[src/rtl/id_ex_stage_if.sv]
// ID/EX stage bundle: decoder-side inputs plus registered EX-side outputs and hazard controls.
// master = upstream ID/hazard consumer, slave = the id_ex_stage register itself.
interface id_ex_stage_if #(
    parameter int DATA_W = 32,
    parameter int REG_AW = 5,
    parameter int CNT_W  = 16
) ();
    logic [15:0]       ctrl_i;
    logic [DATA_W-1:0] pc_plus4_i;
    logic [DATA_W-1:0] rs_data_i;
    logic [DATA_W-1:0] rt_data_i;
    logic [DATA_W-1:0] imm_i;
    logic [REG_AW-1:0] rs_addr_i;
    logic [REG_AW-1:0] rt_addr_i;
    logic [REG_AW-1:0] rd_addr_i;
    logic              id_valid_i;
    logic              flush_i;

    logic [15:0]       ctrl_o;
    logic [DATA_W-1:0] pc_plus4_o;
    logic [DATA_W-1:0] rs_data_o;
    logic [DATA_W-1:0] rt_data_o;
    logic [DATA_W-1:0] imm_o;
    logic [REG_AW-1:0] rs_addr_o;
    logic [REG_AW-1:0] rt_addr_o;
    logic [REG_AW-1:0] rd_addr_o;
    logic              valid_o;
    logic              stall_o;
    logic              pc_write_o;
    logic              ifid_write_o;
    logic [CNT_W-1:0]  stall_cnt_o;
    logic [CNT_W-1:0]  flush_cnt_o;

    modport master (
        output ctrl_i, pc_plus4_i, rs_data_i, rt_data_i, imm_i,
               rs_addr_i, rt_addr_i, rd_addr_i, id_valid_i, flush_i,
        input  ctrl_o, pc_plus4_o, rs_data_o, rt_data_o, imm_o,
               rs_addr_o, rt_addr_o, rd_addr_o, valid_o,
               stall_o, pc_write_o, ifid_write_o, stall_cnt_o, flush_cnt_o
    );

    modport slave (
        input  ctrl_i, pc_plus4_i, rs_data_i, rt_data_i, imm_i,
               rs_addr_i, rt_addr_i, rd_addr_i, id_valid_i, flush_i,
        output ctrl_o, pc_plus4_o, rs_data_o, rt_data_o, imm_o,
               rs_addr_o, rt_addr_o, rd_addr_o, valid_o,
               stall_o, pc_write_o, ifid_write_o, stall_cnt_o, flush_cnt_o
    );
endinterface

[src/rtl/id_ex_stage.sv]
// ID/EX pipeline register with load-use hazard detection, flush and saturating event counters.
// Latency: 1 cycle from ID inputs to EX outputs; stall/pc_write/ifid_write are combinational.
// Backpressure: a load-use hazard holds PC and IF/ID for one cycle while a bubble enters EX.
module id_ex_stage #(
    parameter int DATA_W = 32,
    parameter int REG_AW = 5,
    parameter int CNT_W  = 16
) (
    input logic          clk_i,
    input logic          rst_i,
    id_ex_stage_if.slave bus
);
    localparam logic [CNT_W-1:0] CNT_MAX = '1;

    logic [15:0]       ctrl_q;
    logic [DATA_W-1:0] pc_plus4_q;
    logic [DATA_W-1:0] rs_data_q;
    logic [DATA_W-1:0] rt_data_q;
    logic [DATA_W-1:0] imm_q;
    logic [REG_AW-1:0] rs_addr_q;
    logic [REG_AW-1:0] rt_addr_q;
    logic [REG_AW-1:0] rd_addr_q;
    logic              valid_q;
    logic [CNT_W-1:0]  stall_cnt_q;
    logic [CNT_W-1:0]  flush_cnt_q;

    logic hz;
    logic stall;
    logic bubble;

    // ctrl bit 3 is MemRead; the rt match is deliberately checked for every opcode.
    assign hz = valid_q & ctrl_q[3] & (rt_addr_q != '0) & bus.id_valid_i &
                ((rt_addr_q == bus.rs_addr_i) | (rt_addr_q == bus.rt_addr_i));
    assign stall  = hz & ~bus.flush_i;
    assign bubble = bus.flush_i | stall;

    always_ff @(posedge clk_i or negedge rst_i) begin
        if (!rst_i) begin
            ctrl_q     <= '0;
            pc_plus4_q <= '0;
            rs_data_q  <= '0;
            rt_data_q  <= '0;
            imm_q      <= '0;
            rs_addr_q  <= '0;
            rt_addr_q  <= '0;
            rd_addr_q  <= '0;
            valid_q    <= 1'b0;
        end else if (bubble) begin
            ctrl_q     <= '0;
            pc_plus4_q <= '0;
            rs_data_q  <= '0;
            rt_data_q  <= '0;
            imm_q      <= '0;
            rs_addr_q  <= '0;
            rt_addr_q  <= '0;
            rd_addr_q  <= '0;
            valid_q    <= 1'b0;
        end else begin
            // An empty ID slot still carries its data, but never its side effects.
            ctrl_q     <= bus.id_valid_i ? bus.ctrl_i : 16'h0000;
            pc_plus4_q <= bus.pc_plus4_i;
            rs_data_q  <= bus.rs_data_i;
            rt_data_q  <= bus.rt_data_i;
            imm_q      <= bus.imm_i;
            rs_addr_q  <= bus.rs_addr_i;
            rt_addr_q  <= bus.rt_addr_i;
            rd_addr_q  <= bus.rd_addr_i;
            valid_q    <= bus.id_valid_i;
        end
    end

    always_ff @(posedge clk_i or negedge rst_i) begin
        if (!rst_i) begin
            stall_cnt_q <= '0;
            flush_cnt_q <= '0;
        end else begin
            if (bus.flush_i && flush_cnt_q != CNT_MAX)
                flush_cnt_q <= flush_cnt_q + 1'b1;
            if (stall && stall_cnt_q != CNT_MAX)
                stall_cnt_q <= stall_cnt_q + 1'b1;
        end
    end

    assign bus.ctrl_o       = ctrl_q;
    assign bus.pc_plus4_o   = pc_plus4_q;
    assign bus.rs_data_o    = rs_data_q;
    assign bus.rt_data_o    = rt_data_q;
    assign bus.imm_o        = imm_q;
    assign bus.rs_addr_o    = rs_addr_q;
    assign bus.rt_addr_o    = rt_addr_q;
    assign bus.rd_addr_o    = rd_addr_q;
    assign bus.valid_o      = valid_q;
    assign bus.stall_o      = stall;
    assign bus.pc_write_o   = ~stall;
    assign bus.ifid_write_o = ~stall;
    assign bus.stall_cnt_o  = stall_cnt_q;
    assign bus.flush_cnt_o  = flush_cnt_q;
endmodule

[src/flat_wrapper.sv]
// flat-port wrapper written by rule: the top's interface ports become plain ports
module id_ex_stage_flat 
#(
    parameter int DATA_W = 32,
    parameter int REG_AW = 5,
    parameter int CNT_W  = 16
)
  (clk_i, rst_i, bus_ctrl_i, bus_pc_plus4_i, bus_rs_data_i, bus_rt_data_i, bus_imm_i, bus_rs_addr_i, bus_rt_addr_i, bus_rd_addr_i, bus_id_valid_i, bus_flush_i, bus_ctrl_o, bus_pc_plus4_o, bus_rs_data_o, bus_rt_data_o, bus_imm_o, bus_rs_addr_o, bus_rt_addr_o, bus_rd_addr_o, bus_valid_o, bus_stall_o, bus_pc_write_o, bus_ifid_write_o, bus_stall_cnt_o, bus_flush_cnt_o);
  id_ex_stage_if #(.DATA_W(DATA_W), .REG_AW(REG_AW), .CNT_W(CNT_W)) bus_i ();
  input logic clk_i;
  input logic rst_i;
  input wire logic [$bits(bus_i.ctrl_i)-1:0] bus_ctrl_i;
  input wire logic [$bits(bus_i.pc_plus4_i)-1:0] bus_pc_plus4_i;
  input wire logic [$bits(bus_i.rs_data_i)-1:0] bus_rs_data_i;
  input wire logic [$bits(bus_i.rt_data_i)-1:0] bus_rt_data_i;
  input wire logic [$bits(bus_i.imm_i)-1:0] bus_imm_i;
  input wire logic [$bits(bus_i.rs_addr_i)-1:0] bus_rs_addr_i;
  input wire logic [$bits(bus_i.rt_addr_i)-1:0] bus_rt_addr_i;
  input wire logic [$bits(bus_i.rd_addr_i)-1:0] bus_rd_addr_i;
  input wire logic [$bits(bus_i.id_valid_i)-1:0] bus_id_valid_i;
  input wire logic [$bits(bus_i.flush_i)-1:0] bus_flush_i;
  output wire logic [$bits(bus_i.ctrl_o)-1:0] bus_ctrl_o;
  output wire logic [$bits(bus_i.pc_plus4_o)-1:0] bus_pc_plus4_o;
  output wire logic [$bits(bus_i.rs_data_o)-1:0] bus_rs_data_o;
  output wire logic [$bits(bus_i.rt_data_o)-1:0] bus_rt_data_o;
  output wire logic [$bits(bus_i.imm_o)-1:0] bus_imm_o;
  output wire logic [$bits(bus_i.rs_addr_o)-1:0] bus_rs_addr_o;
  output wire logic [$bits(bus_i.rt_addr_o)-1:0] bus_rt_addr_o;
  output wire logic [$bits(bus_i.rd_addr_o)-1:0] bus_rd_addr_o;
  output wire logic [$bits(bus_i.valid_o)-1:0] bus_valid_o;
  output wire logic [$bits(bus_i.stall_o)-1:0] bus_stall_o;
  output wire logic [$bits(bus_i.pc_write_o)-1:0] bus_pc_write_o;
  output wire logic [$bits(bus_i.ifid_write_o)-1:0] bus_ifid_write_o;
  output wire logic [$bits(bus_i.stall_cnt_o)-1:0] bus_stall_cnt_o;
  output wire logic [$bits(bus_i.flush_cnt_o)-1:0] bus_flush_cnt_o;
  assign bus_i.ctrl_i = bus_ctrl_i;
  assign bus_i.pc_plus4_i = bus_pc_plus4_i;
  assign bus_i.rs_data_i = bus_rs_data_i;
  assign bus_i.rt_data_i = bus_rt_data_i;
  assign bus_i.imm_i = bus_imm_i;
  assign bus_i.rs_addr_i = bus_rs_addr_i;
  assign bus_i.rt_addr_i = bus_rt_addr_i;
  assign bus_i.rd_addr_i = bus_rd_addr_i;
  assign bus_i.id_valid_i = bus_id_valid_i;
  assign bus_i.flush_i = bus_flush_i;
  assign bus_ctrl_o = bus_i.ctrl_o;
  assign bus_pc_plus4_o = bus_i.pc_plus4_o;
  assign bus_rs_data_o = bus_i.rs_data_o;
  assign bus_rt_data_o = bus_i.rt_data_o;
  assign bus_imm_o = bus_i.imm_o;
  assign bus_rs_addr_o = bus_i.rs_addr_o;
  assign bus_rt_addr_o = bus_i.rt_addr_o;
  assign bus_rd_addr_o = bus_i.rd_addr_o;
  assign bus_valid_o = bus_i.valid_o;
  assign bus_stall_o = bus_i.stall_o;
  assign bus_pc_write_o = bus_i.pc_write_o;
  assign bus_ifid_write_o = bus_i.ifid_write_o;
  assign bus_stall_cnt_o = bus_i.stall_cnt_o;
  assign bus_flush_cnt_o = bus_i.flush_cnt_o;
  id_ex_stage #(.DATA_W(DATA_W), .REG_AW(REG_AW), .CNT_W(CNT_W)) u_core (.clk_i(clk_i), .rst_i(rst_i), .bus(bus_i));
endmodule
[config.mk]
export PLATFORM = sky130hd
export DESIGN_NAME = id_ex_stage_flat
export DESIGN_NICKNAME = d
export VERILOG_FILES = /design/src/rtl/id_ex_stage_if.sv /design/src/rtl/id_ex_stage.sv /design/src/flat_wrapper.sv
export SDC_FILE = /design/constraint.sdc
export NUM_CORES = 1
export LEC_CHECK = 0
export CAP_MARGIN = 20
export CORE_AREA = 2 2 140 142
export CTS_CLUSTER_SIZE = 24
export DETAILED_ROUTE_END_ITERATION = 10
export DIE_AREA = 0 0 142 144
export PLACE_DENSITY_LB_ADDON = 0.08
export REMOVE_ABC_BUFFERS = 1
export SKIP_LAST_GASP = 1
export SYNTH_ARGS = -nofsm -noshare
export SYNTH_HDL_FRONTEND = slang
export SYNTH_SLANG_ARGS = --single-unit
[constraint.sdc]
create_clock -name clk_i -period 2.2 [get_ports clk_i]
set_clock_uncertainty 0.05 [all_clocks]
set_input_delay 0.33 -clock clk_i [delete_from_list [all_inputs] [get_ports clk_i]]
set_output_delay 0.33 -clock clk_i [all_outputs]
set_load 0.005 [all_outputs]
Word level (Yosys, flattened, before mapping). Cells that the tools add are included.

Register bits: 192. Output and inout bits: 195.

$add $sub $neg: 2. Equality and inequality tests: 4. Mux-type cells: 10. Bitwise logic cells: 9. Reductions and logical operators: 3.

Operators with widths (count): two-way mux 32 bit (4); adder 16 x 1 -> 16 bit (second input constant) (2); two-way mux 16 bit (2); inequality test 16 bit (second input constant) (2); two-way mux 5 bit (3); == test 5 bit (2); AND 1 bit (5); nonzero test 5 bit (1); logical AND 1 bit (2); inverter 1 bit (2); bitwise OR 1 bit (2); two-way mux 1 bit (1).

Depth between registers and ports, before layout. Gate-level depths: netlist (run 1).

Depth in word-level cells: 7. Depth in mapped cells: 7. Mapped depth without buffers: 6.

Worst setup path after synthesis (run 1). No wires, ideal clock.

Path type: flip-flop to flip-flop. From: register u_core.stall_cnt_q[4], in the netlist u_core.bus.stall_cnt_o[4]. To: register u_core.stall_cnt_q[1], in the netlist u_core.bus.stall_cnt_o[1]. Data arrival time: 1.751 ns. Data required time: 2.025 ns. Setup slack: 0.274 ns. Cell stages (with the launch flop): 6. Path buffers: 0. Period minus slack after synthesis: 1.926 ns. Cell sequence: dfrtp_1 > and3_4 > or3b_4 > o31a_4 > nand2_4 > mux2_4.

Word-level cells in the longest chain between the ends: 2.

Ends and longest elaborated chain: start, declared (line id_ex_stage.sv:24) `logic [CNT_W-1:0] stall_cnt_q;`; start signal, assigned (line id_ex_stage.sv:80) `stall_cnt_q <= stall_cnt_q + 1'b1;`; inequality test 16 bit (line id_ex_stage.sv:79) `if (stall && stall_cnt_q != CNT_MAX)`; logical AND 1 bit (line id_ex_stage.sv:79).

Every way passes these cells. A chain may end at the register's enable or synchronous reset.

Worst setup path in the final report (run 1).
From: register u_core.rt_addr_q[3], in the netlist u_core.bus.rt_addr_o[3]. To: output port bus_ifid_write_o.

Word-level cells in the longest chain between the ends: 6. Elaborated cells on any way between the ends: 9.

Ends and longest elaborated chain: start, declared (line id_ex_stage.sv:21) `logic [REG_AW-1:0] rt_addr_q;`; start signal, assigned (line id_ex_stage.sv:66) `rt_addr_q <= bus.rt_addr_i;`; nonzero test 5 bit (line id_ex_stage.sv:32) `assign hz = valid_q & ctrl_q[3] & (rt_addr_q != '0) & bus.id_valid_i &`; AND 1 bit (2 in series) (line id_ex_stage.sv:32); AND 1 bit * (line id_ex_stage.sv:32); AND 1 bit * (line id_ex_stage.sv:34) `assign stall = hz & ~bus.flush_i;`; inverter 1 bit * (line id_ex_stage.sv:95) `assign bus.ifid_write_o = ~stall;`; end, declared (line flat_wrapper.sv:33) `output wire logic [$bits(bus_i.ifid_write_o)-1:0] bus_ifid_write_o;`.

Mark *: on every way between the ends. The rest lies on a longest branch, timed or not.

==> results.rst, run 1 <==
.. list-table::
   :header-rows: 1

   * - Metric
     - Value
   * - Total of buffers placed on input and output ports
     - 357
   * - Wire length on met1
     - between 6000 and 7000 um
   * - Number of pins exceeding their max-slew limit in the final report
     - 0
   * - Reg clk slew, reported paths
     - 0.07 ns
   * - CTS tree
     - yes
   * - Pre-Repair DR Iteration Count
     - 4
   * - Highest metal used
     - met4
   * - Setup slack of the critical path after layout
     - -0.0200 ns
   * - Clock buffers created by TritonCTS
     - 17
   * - Async set-reset flop share out of synthesis
     - 100%
   * - Total congestion overflow
     - 0
   * - Overall routed net length
     - 19500 um
   * - Initial antenna violation count
     - 1
   * - CTS root buffer
     - sky130_fd_sc_hd__clkbuf_16
   * - Max capacitance violation total
     - 0
   * - Total number of placement rows
     - 51
   * - WP depth
     - 6
   * - Post-synth EDFFs
     - 0
   * - Pleak
     - between 5 and 6 nW
   * - Via count of the first global-routing pass
     - roughly 5400
   * - Number of endpoints with negative hold slack in the final report
     - 0
   * - Most prevalent standard cell on the critical path
     - sky130_fd_sc_hd__nand2_1
   * - Ratio of cells with drive above 1 in the final layout
     - between 8 and 9%
   * - DR DRC count
     - 0
   * - IO Pins
     - 358
   * - Capturing instance or port of the critical path
     - bus_ifid_write_o
   * - Prevailing post-synth register cell
     - sky130_fd_sc_hd__dfrtp_1
   * - Sequential share of the synthesized area
     - around 70%
   * - Number of setup violations in the final report
     - 2
   * - Sum of negative setup slack
     - -0.0369 ns
   * - Pwr per Cell Area
     - 707 nW/um2
   * - Detailed-route wire length per cell
     - 17.0 um
   * - Required time reported for the critical path endpoint
     - 1.82 ns
   * - Worst Setup Start Kind
     - flip-flop
   * - Setup crit end kind
     - output port
   * - Failing checks
     - negative setup slack
   * - GRT Overall Usage
     - 19.0%
   * - Max IR drop VDD
     - about 0.55 mV
   * - Number of instances in the synthesized netlist
     - about 510
   * - Number of cells on the worst reg-to-reg path
     - 9
   * - Transition time of the tightest slew-check pin
     - 0.552 ns
   * - Reg-to-reg setup timing slack
     - approximately 0.090 ns
   * - Horiz. Die Dim
     - 142 um
   * - Layout Nets
     - 1061
   * - Number of synthesized register bits
     - 192
   * - Portion of the clock cycle consumed by the worst path in the final layout
     - 101%
   * - 1st-iter DRT viols
     - 158
   * - Post-Syn Area per Cell
     - approximately 13 um2
   * - Maximum clock frequency
     - around 0.45 GHz
   * - Area growth syn-to-layout
     - 68.4%
   * - Post-DRT Antenna Nets
     - 0
   * - Via total after detailed routing
     - slightly above 5000
   * - Run status
     - finished with violations
   * - CP arrival
     - around 1.8 ns
   * - Syn. warnings
     - 0
   * - Wire length of the first global-routing pass
     - between 20000 and 30000 um
   * - Tightest slew margin relative to the limit
     - a little over three fifths
   * - Most frequent cells after synthesis
     - sky130_fd_sc_hd__dfrtp_1, sky130_fd_sc_hd__and2_1, sky130_fd_sc_hd__xnor2_1, sky130_fd_sc_hd__nand3_1, sky130_fd_sc_hd__nand2_1
   * - Worst R2R End
     - u_core.bus.stall_cnt_o[1]
   * - CTS HTree Levels
     - 4
   * - Critical R2R Launch
     - u_core.bus.rt_addr_o[4]
   * - Largest net degree at the start of global routing
     - 86
   * - Weighted congestion reported at the end of routability-driven placement
     - a little under 0.9
   * - Total buffers and inverters traversed by the critical path
     - 1
   * - Effective utilization at floorplan
     - 35.9%
   * - Largest incremental delay on the critical path
     - 0.46 ns
   * - Total chip power
     - 8.16 mW
   * - Worst-path maximum fanout
     - 4
   * - Insertion delay of the later-clocked pin in the worst-skew pair
     - 0.42 ns
   * - DR vias/cell
     - 4.49
   * - Worst setup path startpoint
     - u_core.bus.rt_addr_o[3]
   * - Worst setup path category
     - flip-flop to output port
   * - Floorplan die height
     - 144 um
   * - Die Footprint
     - between 20000 and 25000 um2
   * - Cells along the critical path
     - xnor2_2 > nand2_1 > o22ai_2 > nand2_1 > or2_4 > buf_2
   * - Minimum setup slack after placement
     - -0.335 ns
   * - Leading area contributor after synthesis
     - sky130_fd_sc_hd__dfrtp_1
   * - Syn Std Cell Area
     - between 6000 and 7000 um2
   * - CTS Buffer Depth
     - 2
   * - Slowest CP cell
     - sky130_fd_sc_hd__dfrtp_2
   * - Half-perimeter wire length after placement
     - ~15000 um
   * - Top cell family by delay on the critical path
     - flip-flops
   * - Most used standard cell by instance count after synthesis
     - sky130_fd_sc_hd__dfrtp_1
   * - Setup repair after global routing missed its margin
     - true
   * - Routed length on met2
     - between 9000 and 10000 um
   * - Minimum clock period after layout
     - between 2 and 2.5 ns
   * - Cells taking the most area after synthesis
     - sky130_fd_sc_hd__dfrtp_1, sky130_fd_sc_hd__and2_1, sky130_fd_sc_hd__xnor2_1
   * - Library cells used by synthesis
     - 37
   * - Hold Path Class
     - input pin to asynchronous set/reset pin
   * - Total length of routed met3 wires
     - between 2000 and 2500 um
   * - Core area
     - 19100 um2
   * - Clock Sinks
     - between 150 and 200
   * - Area share of the largest cell type after synthesis
     - 70.1%
==> worst min path at each step <==
stage	from	end	slack, ns	cells after the start
2_1_floorplan	rst_i	u_core.bus.ctrl_o[0]	-0.02	0
4_1_cts	bus_rs_data_i[18]	u_core.bus.rs_data_o[18]	0.38	2
5_1_grt	bus_rs_data_i[9]	u_core.bus.rs_data_o[9]	0.39	2
6_report	rst_i	u_core.bus.stall_cnt_o[8]	0.39	2
3_3_place_gp	rst_i	u_core.bus.stall_cnt_o[8]	0.30	1
3_5_place_dp	rst_i	u_core.bus.stall_cnt_o[8]	0.30	1
==> metrics by stage <==
stage               cells  instance area [um2]  util [%]  hold WS (ns)
finish               1148                11500      60.5         0.395
global route         1148                11500      60.5         0.392
CTS                  1145                11500      60.3         0.378
detailed placement   1110                10900      57.0         0.304
global placement     1110                10900      57.0         0.302
floorplan             492                 6750         -       -0.0156
==> what timing repair did <==
| item | in CTS | in global routing |
|---|---|---|
| hold endpoints to repair | 58 | 0 |
| buffers inserted | 2 | 2 |
| hold buffers | 1 | 0 |
| endpoints found under the setup margin | 3 | 3 |
| pin swaps | 6 | 2 |
| resized for setup | 15 | 1 |
==> placed cells by master (no fill, tap or decap), types with 5 or more instances in the layout <==
cell type                         instances
sky130_fd_sc_hd__xnor2_1                 29
sky130_fd_sc_hd__a21oi_1                  5
sky130_fd_sc_hd__nand3_1                 25
sky130_fd_sc_hd__and2_1                 160
sky130_fd_sc_hd__dfrtp_1                191
sky130_fd_sc_hd__clkdlybuf4s50_1        353
sky130_fd_sc_hd__clkbuf_16               17
sky130_fd_sc_hd__nand2_1                 15
sky130_fd_sc_hd__and3_1                   7
sky130_fd_sc_hd__buf_4                   21
sky130_fd_sc_hd__nand4_1                  8
sky130_fd_sc_hd__buf_12                   6
sky130_fd_sc_hd__nor2_1                  13
==> cell type report <==
| cell class | count | area, um2 |
|---|---|---|
| fillers | 1562 | 7540 |
| flip-flops and latches | 192 | 4810 |
| repair buffers | 385 | 3850 |
| multi-input cells | 298 | 1980 |
| clock buffers | 22 | 464 |
| well taps | 238 | 298 |
| clock inverters | 10 | 126 |
| inverters | 2 | 7.51 |
| diodes | 1 | 2.50 |
==> power by group <==
group	total [mW]	internal [mW]	switching [mW]
clock	3.09	1.75	1.33
combinational	1.20	0.796	0.406
sequential	3.87	3.73	0.133
==> registers in the layout, indices dropped and copies added (netlist names) <==
signal and flops:
u_core.bus.ctrl_o 16, u_core.bus.flush_cnt_o 16, u_core.bus.imm_o 32, u_core.bus.pc_plus4_o 32, u_core.bus.rd_addr_o 5, u_core.bus.rs_addr_o 5, u_core.bus.rs_data_o 32, u_core.bus.rt_addr_o 5
u_core.bus.rt_data_o 32, u_core.bus.stall_cnt_o 16, u_core.bus.valid_o 1
==> metal layers <==
layer	up-vias	GRT usage, %
met5	-	0
met4	0	9.84
met3	43	8.94
met2	216	31.8
met1	2486	20.2
li1	2406	-
==> kinds of logic (layout without fill, tap and decap cells) <==
family	count (synthesis)	after routing	share of synthesized area, %
compound gates	16	16	1.97
xor+xnor	33	33	4.22
fa+ha+maj	2	2	0.365
buf+inv	23	419	1.55
flops	192	192	70.1
mux	4	4	0.712
other cells	0	1	0
simple gates	243	243	21.1
Power figures use the tool's default switching activity.
==> inputs of run 2 (changes only) <==
- CORE_AREA: 2 2 140 142 -> default
- CORE_ASPECT_RATIO: default -> 0.7
- CORE_MARGIN: default -> 2
- CORE_UTILIZATION: default -> 39
- CTS_CLUSTER_SIZE: 24 -> 14
- DIE_AREA: 0 0 142 144 -> default
- SLEW_MARGIN: default -> 15
==> results.rst, run 2 (same netlist as run 1, synthesis figures left out) <==
.. list-table::
   :header-rows: 1

   * - Metric
     - Value
   * - Run status
     - finished, final reports clean
   * - Portion of the clock cycle consumed by the worst path in the final layout
     - 99.9% (-1.0 points)
   * - Total length of routed met3 wires
     - 1830 um (-10%)
   * - Pleak
     - 5.05 nW (+0.62%)
   * - DR DRC count
     - 0 (unchanged)
   * - Final cell count without fillers
     - 1142 (-0.52%)
   * - Share of power burned in the clock network
     - 38.0% (+0.2 points)
   * - Setup repair after global routing missed its margin
     - true
   * - Pwr per Cell Area
     - 707 nW/um2 (about the same)
   * - Minimum clock period after layout
     - 2.20 ns (-0.0229 ns)
   * - Wire length on met1
     - 7360 um (+7.6%)
   * - Clock Sinks
     - 192 (unchanged)
   * - Area growth syn-to-layout
     - 68.6%
   * - Number of pins exceeding their max-slew limit in the final report
     - 0 (unchanged)
   * - Slowest CP cell
     - sky130_fd_sc_hd__dfrtp_1
   * - Largest net degree at the start of global routing
     - 58 (-33%)
   * - Worst setup path category
     - flip-flop to output port
   * - Internal Pwr Total
     - 6.32 mW (+0.56%)
   * - Routed length on met2
     - 9910 um (+0.46%)
   * - Total placed cells including tap cells
     - 1099 (-0.99%)
   * - Total chip power
     - 8.16 mW (about the same)
   * - Max capacitance violation total
     - 0 (unchanged)
   * - Initial antenna violation count
     - 0 (-1)
   * - Total congestion overflow
     - 0 (unchanged)
   * - Transition time of the tightest slew-check pin
     - 0.502 ns (-0.0509 ns)
   * - Horiz. Die Dim
     - 162 um (+14%)
   * - GRT Overall Usage
     - 21.4% (+2.4 points)
   * - Hold Path Class
     - input pin to asynchronous set/reset pin
   * - 1st-iter DRT viols
     - 257 (+63%)
   * - Post-placement cell area
     - 10800 um2 (-0.36%)
   * - Highest metal used
     - met4
   * - Number of endpoints with negative hold slack in the final report
     - 0 (unchanged)
   * - Cells along the critical path
     - xnor2_1 > nand2_1 > o22ai_2 > nand2_1 > or2_4 > clkbuf_2
   * - Maximum clock frequency
     - 0.455 GHz (+1.0%)
   * - CTS root buffer
     - sky130_fd_sc_hd__clkbuf_16
   * - Worst Setup Start Kind
     - flip-flop
   * - Fill cell instance count of the final layout
     - 1301 (-17%)
   * - Total of buffers placed on input and output ports
     - 357 (unchanged)
   * - Die Footprint
     - 18700 um2 (-8.7%)
   * - Sum of negative setup slack
     - 0 ns (+0.0369 ns)
   * - DR vias/cell
     - 4.51 (+0.53%)
   * - Post-route cell area
     - 11600 um2 (+0.13%)
   * - Ratio of cells with drive above 1 in the final layout
     - 8.78% (+0.31 points)
   * - Post-DRT Antenna Nets
     - 0 (unchanged)
   * - CTS Buffer Depth
     - 2 (unchanged)
   * - Setup crit end kind
     - output port
   * - CTS tree
     - yes
   * - Required time reported for the critical path endpoint
     - 1.82 ns (about the same)
   * - IO Pins
     - 358 (unchanged)
   * - Pre-Repair DR Iteration Count
     - 4 (unchanged)
   * - Clock buffers created by TritonCTS
     - 17 (unchanged)
   * - Via count of the first global-routing pass
     - 5289 (-2.3%)
   * - Most frequent standard cell in the layout excluding fill and tap cells
     - sky130_fd_sc_hd__clkdlybuf4s50_1
   * - Switch Pwr
     - 1.85 mW (-1.5%)
   * - Layout Nets
     - 1063 (+0.19%)
   * - Total number of placement rows
     - 40 (-22%)
   * - Switching fraction of total power
     - 22.6% (-0.37 points)
   * - Most prevalent standard cell on the critical path
     - sky130_fd_sc_hd__nand2_1
   * - Largest incremental delay on the critical path
     - 0.44 ns (-0.02 ns)
   * - Worst-path maximum fanout
     - 3 (-1)
   * - Max IR drop VDD
     - 0.453 mV (-17%)
   * - Number of antenna repair diodes
     - 0 (-1)
   * - CTS HTree Levels
     - 4 (unchanged)
   * - Insertion delay of the later-clocked pin in the worst-skew pair
     - 0.42 ns (about the same)
   * - Via total after detailed routing
     - 5151 (unchanged)
   * - Most used cells in the layout excluding fill and tap cells
     - sky130_fd_sc_hd__clkdlybuf4s50_1, sky130_fd_sc_hd__dfrtp_1, sky130_fd_sc_hd__and2_1
   * - Half-perimeter wire length after placement
     - 15000 um (-1.7%)
   * - Portion of total power attributed to combinational logic
     - 14.7% (about the same)
   * - Share of power burned in registers
     - 47.3% (about the same)
   * - Reg clk slew, reported paths
     - 0.07 ns (about the same)
   * - Core area
     - 17200 um2 (-10%)
   * - CP arrival
     - 1.82 ns (-0.02 ns)
   * - Number of setup violations in the final report
     - 0 (-2)
   * - Effective utilization at floorplan
     - 39.9% (+4.0 points)
   * - Floorplan die height
     - 115 um (-20%)
   * - Wire length of the first global-routing pass
     - 30000 um (+2.9%)
   * - Weighted congestion reported at the end of routability-driven placement
     - 0.820 (-7.3%)
   * - Tightest slew margin relative to the limit
     - 66.6% (+3.4 points)
   * - Overall routed net length
     - 19500 um (-0.13%)
   * - Detailed-route wire length per cell
     - 17.1 um (+0.39%)
==> run 2: final timing paths <==
kind	from	endpoint	slack, ns	cells after the start
max in group asynchronous	rst_i	u_core.bus.rs_data_o[21]	0.93	3
worst min-delay path	rst_i	u_core.bus.pc_plus4_o[27]	0.37	2
min in group clk_i	bus_imm_i[11]	u_core.bus.imm_o[11]	0.41	2
worst max register to register	u_core.bus.stall_cnt_o[4]	u_core.bus.stall_cnt_o[1]	0.17	5
worst max-delay path	u_core.bus.rt_addr_o[3]	bus_pc_write_o	0.003	6
worst min register to register	u_core.bus.stall_cnt_o[6]	u_core.bus.stall_cnt_o[6]	0.46	1
==> run 2: power by group through the flow <==
stage	sequential, mW	combinational (mW)	clock (mW)
3_3_place_gp	3.92	1.17	0
4_1_cts	3.86	1.21	3.18
6_report	3.86	1.20	3.10
3_5_place_dp	3.93	1.19	0
5_1_grt	3.89	1.30	3.34
2_1_floorplan	3.94	0.253	0
==> run 2: per-layer routing <==
metal,vias to the layer above,track usage (%)
met5,-,0
li1,2408,-
met3,25,8.87
met4,0,7.79
met1,2504,24.2
met2,214,37.1
==> run 2: per-stage QoR <==
step                setup slack (ns)  hold WS (ns)  utilization [%]
floorplan                     -0.956       -0.0156                -
global placement              -0.315         0.278             63.2
detailed placement            -0.346         0.287             63.2
CTS                           -0.116         0.388             67.0
global route                 -0.0894         0.387             67.3
finish                       0.00296         0.373             67.3
==> run 2: worst max-delay path, delay by kind of cell (launching register included) <==
kind	cells	cell delay (ns)
AO/OA/AOI/OAI	1	0.21
AND/OR/NAND/NOR	3	0.47
flip-flops	1	0.44
XOR/XNOR	1	0.17
buffers and inverters	1	0.11
==> run 2: area by class of cell <==
| cell class | count | area [um2] | share of cell area [%] |
|---|---|---|---|
| clock inverter | 10 | 121 | 1.05 |
| inverter | 2 | 7.51 | 0.0650 |
| clock buffer | 22 | 474 | 4.10 |
| tap | 231 | 289 | 2.50 |
| sequential | 192 | 4810 | 41.6 |
| multi-input combinational | 298 | 1970 | 17.1 |
| timing repair buffer | 387 | 3880 | 33.6 |
==> run 2: what timing repair did <==
item                                    4_1_cts  5_1_grt
setup buffers                                 5        4
gates resized for setup                      10        7
cloned                                        0        0
hold buffers                                  1        0
endpoints found under the hold margin        54        0
endpoints found under the setup margin        3        4
pin swaps                                     6        7
==> inputs of run 3 (changes only) <==
- CORE_UTILIZATION: 39 -> 34
==> results.rst, run 3 (same netlist as run 1, synthesis figures left out) <==
.. list-table::
   :header-rows: 1

   * - Metric
     - Value
   * - Total of buffers placed on input and output ports
     - 357 (unchanged)
   * - CTS HTree Levels
     - 4 (unchanged)
   * - Clock Sinks
     - 192 (unchanged)
   * - CTS Buffer Depth
     - 2 (unchanged)
   * - Setup repair after global routing missed its margin
     - true
   * - Minimum clock period after layout
     - 2.21 ns (+0.00959 ns)
   * - Most used cells in the layout excluding fill and tap cells
     - sky130_fd_sc_hd__clkdlybuf4s50_1, sky130_fd_sc_hd__dfrtp_1, sky130_fd_sc_hd__and2_1
   * - 1st-iter DRT viols
     - 261 (+1.6%)
   * - Via count of the first global-routing pass
     - 5308 (+0.36%)
   * - Overall routed net length
     - 20000 um (+2.3%)
   * - Failing checks
     - negative setup slack
   * - Largest net degree at the start of global routing
     - 64 (+10%)
   * - Number of setup violations in the final report
     - 2 (+2)
   * - Number of cells on the worst hold path
     - 2
   * - Ratio of cells with drive above 1 in the final layout
     - 8.92% (+0.14 points)
   * - Insertion delay of the later-clocked pin in the worst-skew pair
     - 0.42 ns (about the same)
   * - Final cell count without fillers
     - 1178 (+3.2%)
   * - DR vias/cell
     - 4.31 (-4.5%)
   * - Worst-path maximum fanout
     - 4 (+1)
   * - DR DRC count
     - 0 (unchanged)
   * - Maximum clock frequency
     - 0.453 GHz (-0.43%)
   * - Detailed-route wire length per cell
     - 16.9 um (-0.81%)
   * - Number of endpoints with negative hold slack in the final report
     - 0 (unchanged)
   * - Die Footprint
     - 21300 um2 (+14%)
   * - Most frequent standard cell in the layout excluding fill and tap cells
     - sky130_fd_sc_hd__clkdlybuf4s50_1
   * - Half-perimeter wire length after placement
     - 15200 um (+1.8%)
   * - Register area
     - 4810 um2 (about the same)
   * - Effective utilization at floorplan
     - 34.6% (-5.3 points)
   * - Pwr per Cell Area
     - 705 nW/um2 (-0.21%)
   * - GRT Overall Usage
     - 19.1% (-2.3 points)
   * - Multi-input combinational cell area
     - 1980 um2 (+0.19%)
   * - Reg clk slew, reported paths
     - 0.08 ns (about the same)
   * - Transition time of the tightest slew-check pin
     - 0.546 ns (+0.0449 ns)
   * - Max IR drop VDD
     - 0.400 mV (-12%)
   * - Startpoint of the most critical hold path
     - bus_rs_data_i[26]
   * - Fill cell instance count of the final layout
     - 1655 (+27%)
   * - CTS tree
     - yes
   * - Clock buffers created by TritonCTS
     - 17 (unchanged)
   * - Pre-Repair DR Iteration Count
     - 6 (+2)
   * - Via total after detailed routing
     - 5073 (-1.5%)
   * - Post-DRT Antenna Nets
     - 0 (unchanged)
   * - Tightest slew margin relative to the limit
     - 63.6% (-3.0 points)
   * - Number of antenna repair diodes
     - 0 (unchanged)
   * - Max capacitance violation total
     - 0 (unchanged)
   * - Initial antenna violation count
     - 1 (+1)
   * - CP arrival
     - 1.83 ns (about the same)
   * - Number of cells on the worst reg-to-reg path
     - 5 (unchanged)
   * - Total congestion overflow
     - 0 (unchanged)
   * - Worst setup path category
     - flip-flop to output port
   * - Horiz. Die Dim
     - 174 um (+6.9%)
   * - Worst setup path startpoint
     - u_core.bus.rt_addr_o[4]
   * - Layout Nets
     - 1060 (-0.28%)
   * - Minimum setup slack after placement
     - -0.326 ns (+0.0204 ns)
   * - Worst Setup Start Kind
     - flip-flop
   * - Floorplan die height
     - 123 um (+6.9%)
   * - Pleak
     - 5.03 nW (-0.52%)
   * - Required time reported for the critical path endpoint
     - 1.82 ns (about the same)
   * - Wire length of the first global-routing pass
     - 30600 um (+2.0%)
   * - Portion of the clock cycle consumed by the worst path in the final layout
     - 100% (+0.44 points)
   * - Weighted congestion reported at the end of routability-driven placement
     - 0.764 (-6.8%)
   * - Run status
     - finished with violations
   * - Setup crit end kind
     - output port
   * - Total placed cells including tap cells
     - 1141 (+3.8%)
   * - Setup slack of the critical path after layout
     - -0.00662 ns (-0.00959 ns)
   * - Hold Path Class
     - input pin to flip-flop
   * - Number of pins exceeding their max-slew limit in the final report
     - 0 (unchanged)
   * - Core area
     - 19800 um2 (+15%)
   * - Total number of placement rows
     - 43 (+7.5%)
   * - CTS root buffer
     - sky130_fd_sc_hd__clkbuf_16
   * - Area growth syn-to-layout
     - 69.2%
   * - Critical R2R Launch
     - u_core.bus.stall_cnt_o[6]
   * - IO Pins
     - 358 (unchanged)
## run 3: worst paths after layout
kind                                              endpoint  slack, ns
worst max-delay path                      bus_ifid_write_o     -0.007
min in group asynchronous         u_core.bus.rt_data_o[23]       0.42
worst min-delay path              u_core.bus.rs_data_o[26]       0.40
worst min register to register  u_core.bus.flush_cnt_o[11]       0.45
worst max register to register   u_core.bus.stall_cnt_o[1]       0.16
max in group asynchronous        u_core.bus.pc_plus4_o[21]       1.06
## run 3: metrics by stage
stage                     hold slack, ns  power, mW  setup TNS [ns]  area, um2  utilization [%]
final                              0.403       8.17         -0.0114      11600             58.6
after global routing               0.379       8.54          -0.329      11600             58.6
after CTS                          0.379       8.29          -0.167      11600             58.4
after detailed placement           0.319       5.14           -6.13      10900             55.2
after global placement             0.307       5.09           -4.27      10900             55.2
after floorplan                  -0.0156       4.19         -136.74       6750                -
## run 3: routing by layer
layer | track usage (%) | vias to the layer above | part of all wire (%)
met5 | 0 | - | 0
met4 | 4.46 | 0 | 1.0
met3 | 8.33 | 14 | 9.2
met2 | 33.3 | 200 | 50
met1 | 22.0 | 2462 | 40
li1 | - | 2397 | -
## run 3: worst max-delay path: stages (launching register included)
cell and delay [ns]:
sky130_fd_sc_hd__dfrtp_2 0.46, sky130_fd_sc_hd__xnor2_1 0.17, sky130_fd_sc_hd__nand3_1 0.14, sky130_fd_sc_hd__o22ai_2 0.19
sky130_fd_sc_hd__nand2_1 0.09, sky130_fd_sc_hd__or2_4 0.23, sky130_fd_sc_hd__buf_6 0.11
## run 3: what timing repair did
item                       in CTS  in global routing
setup buffers                   2                  2
resized for setup              15                  5
hold endpoints to repair       57                  0
setup endpoints to repair      19                  6
hold buffers                    1                  0
cloned                          0                  0
pin swaps                       9                  7
## run 3: final cells by class
class / instances / share of cell area (%)
Clock buffer: 19 / 3.91
Clock inverter: 13 / 1.28
Inverter: 2 / 0.0648
Multi-Input combinational cell: 298 / 17.0
Sequential cell: 192 / 41.5
Tap cell: 270 / 2.91
Timing Repair Buffer: 384 / 33.3
## run 3: power by group
group	switching, mW	internal [mW]
clock	1.44	1.67
sequential	0.127	3.73
combinational	0.402	0.795
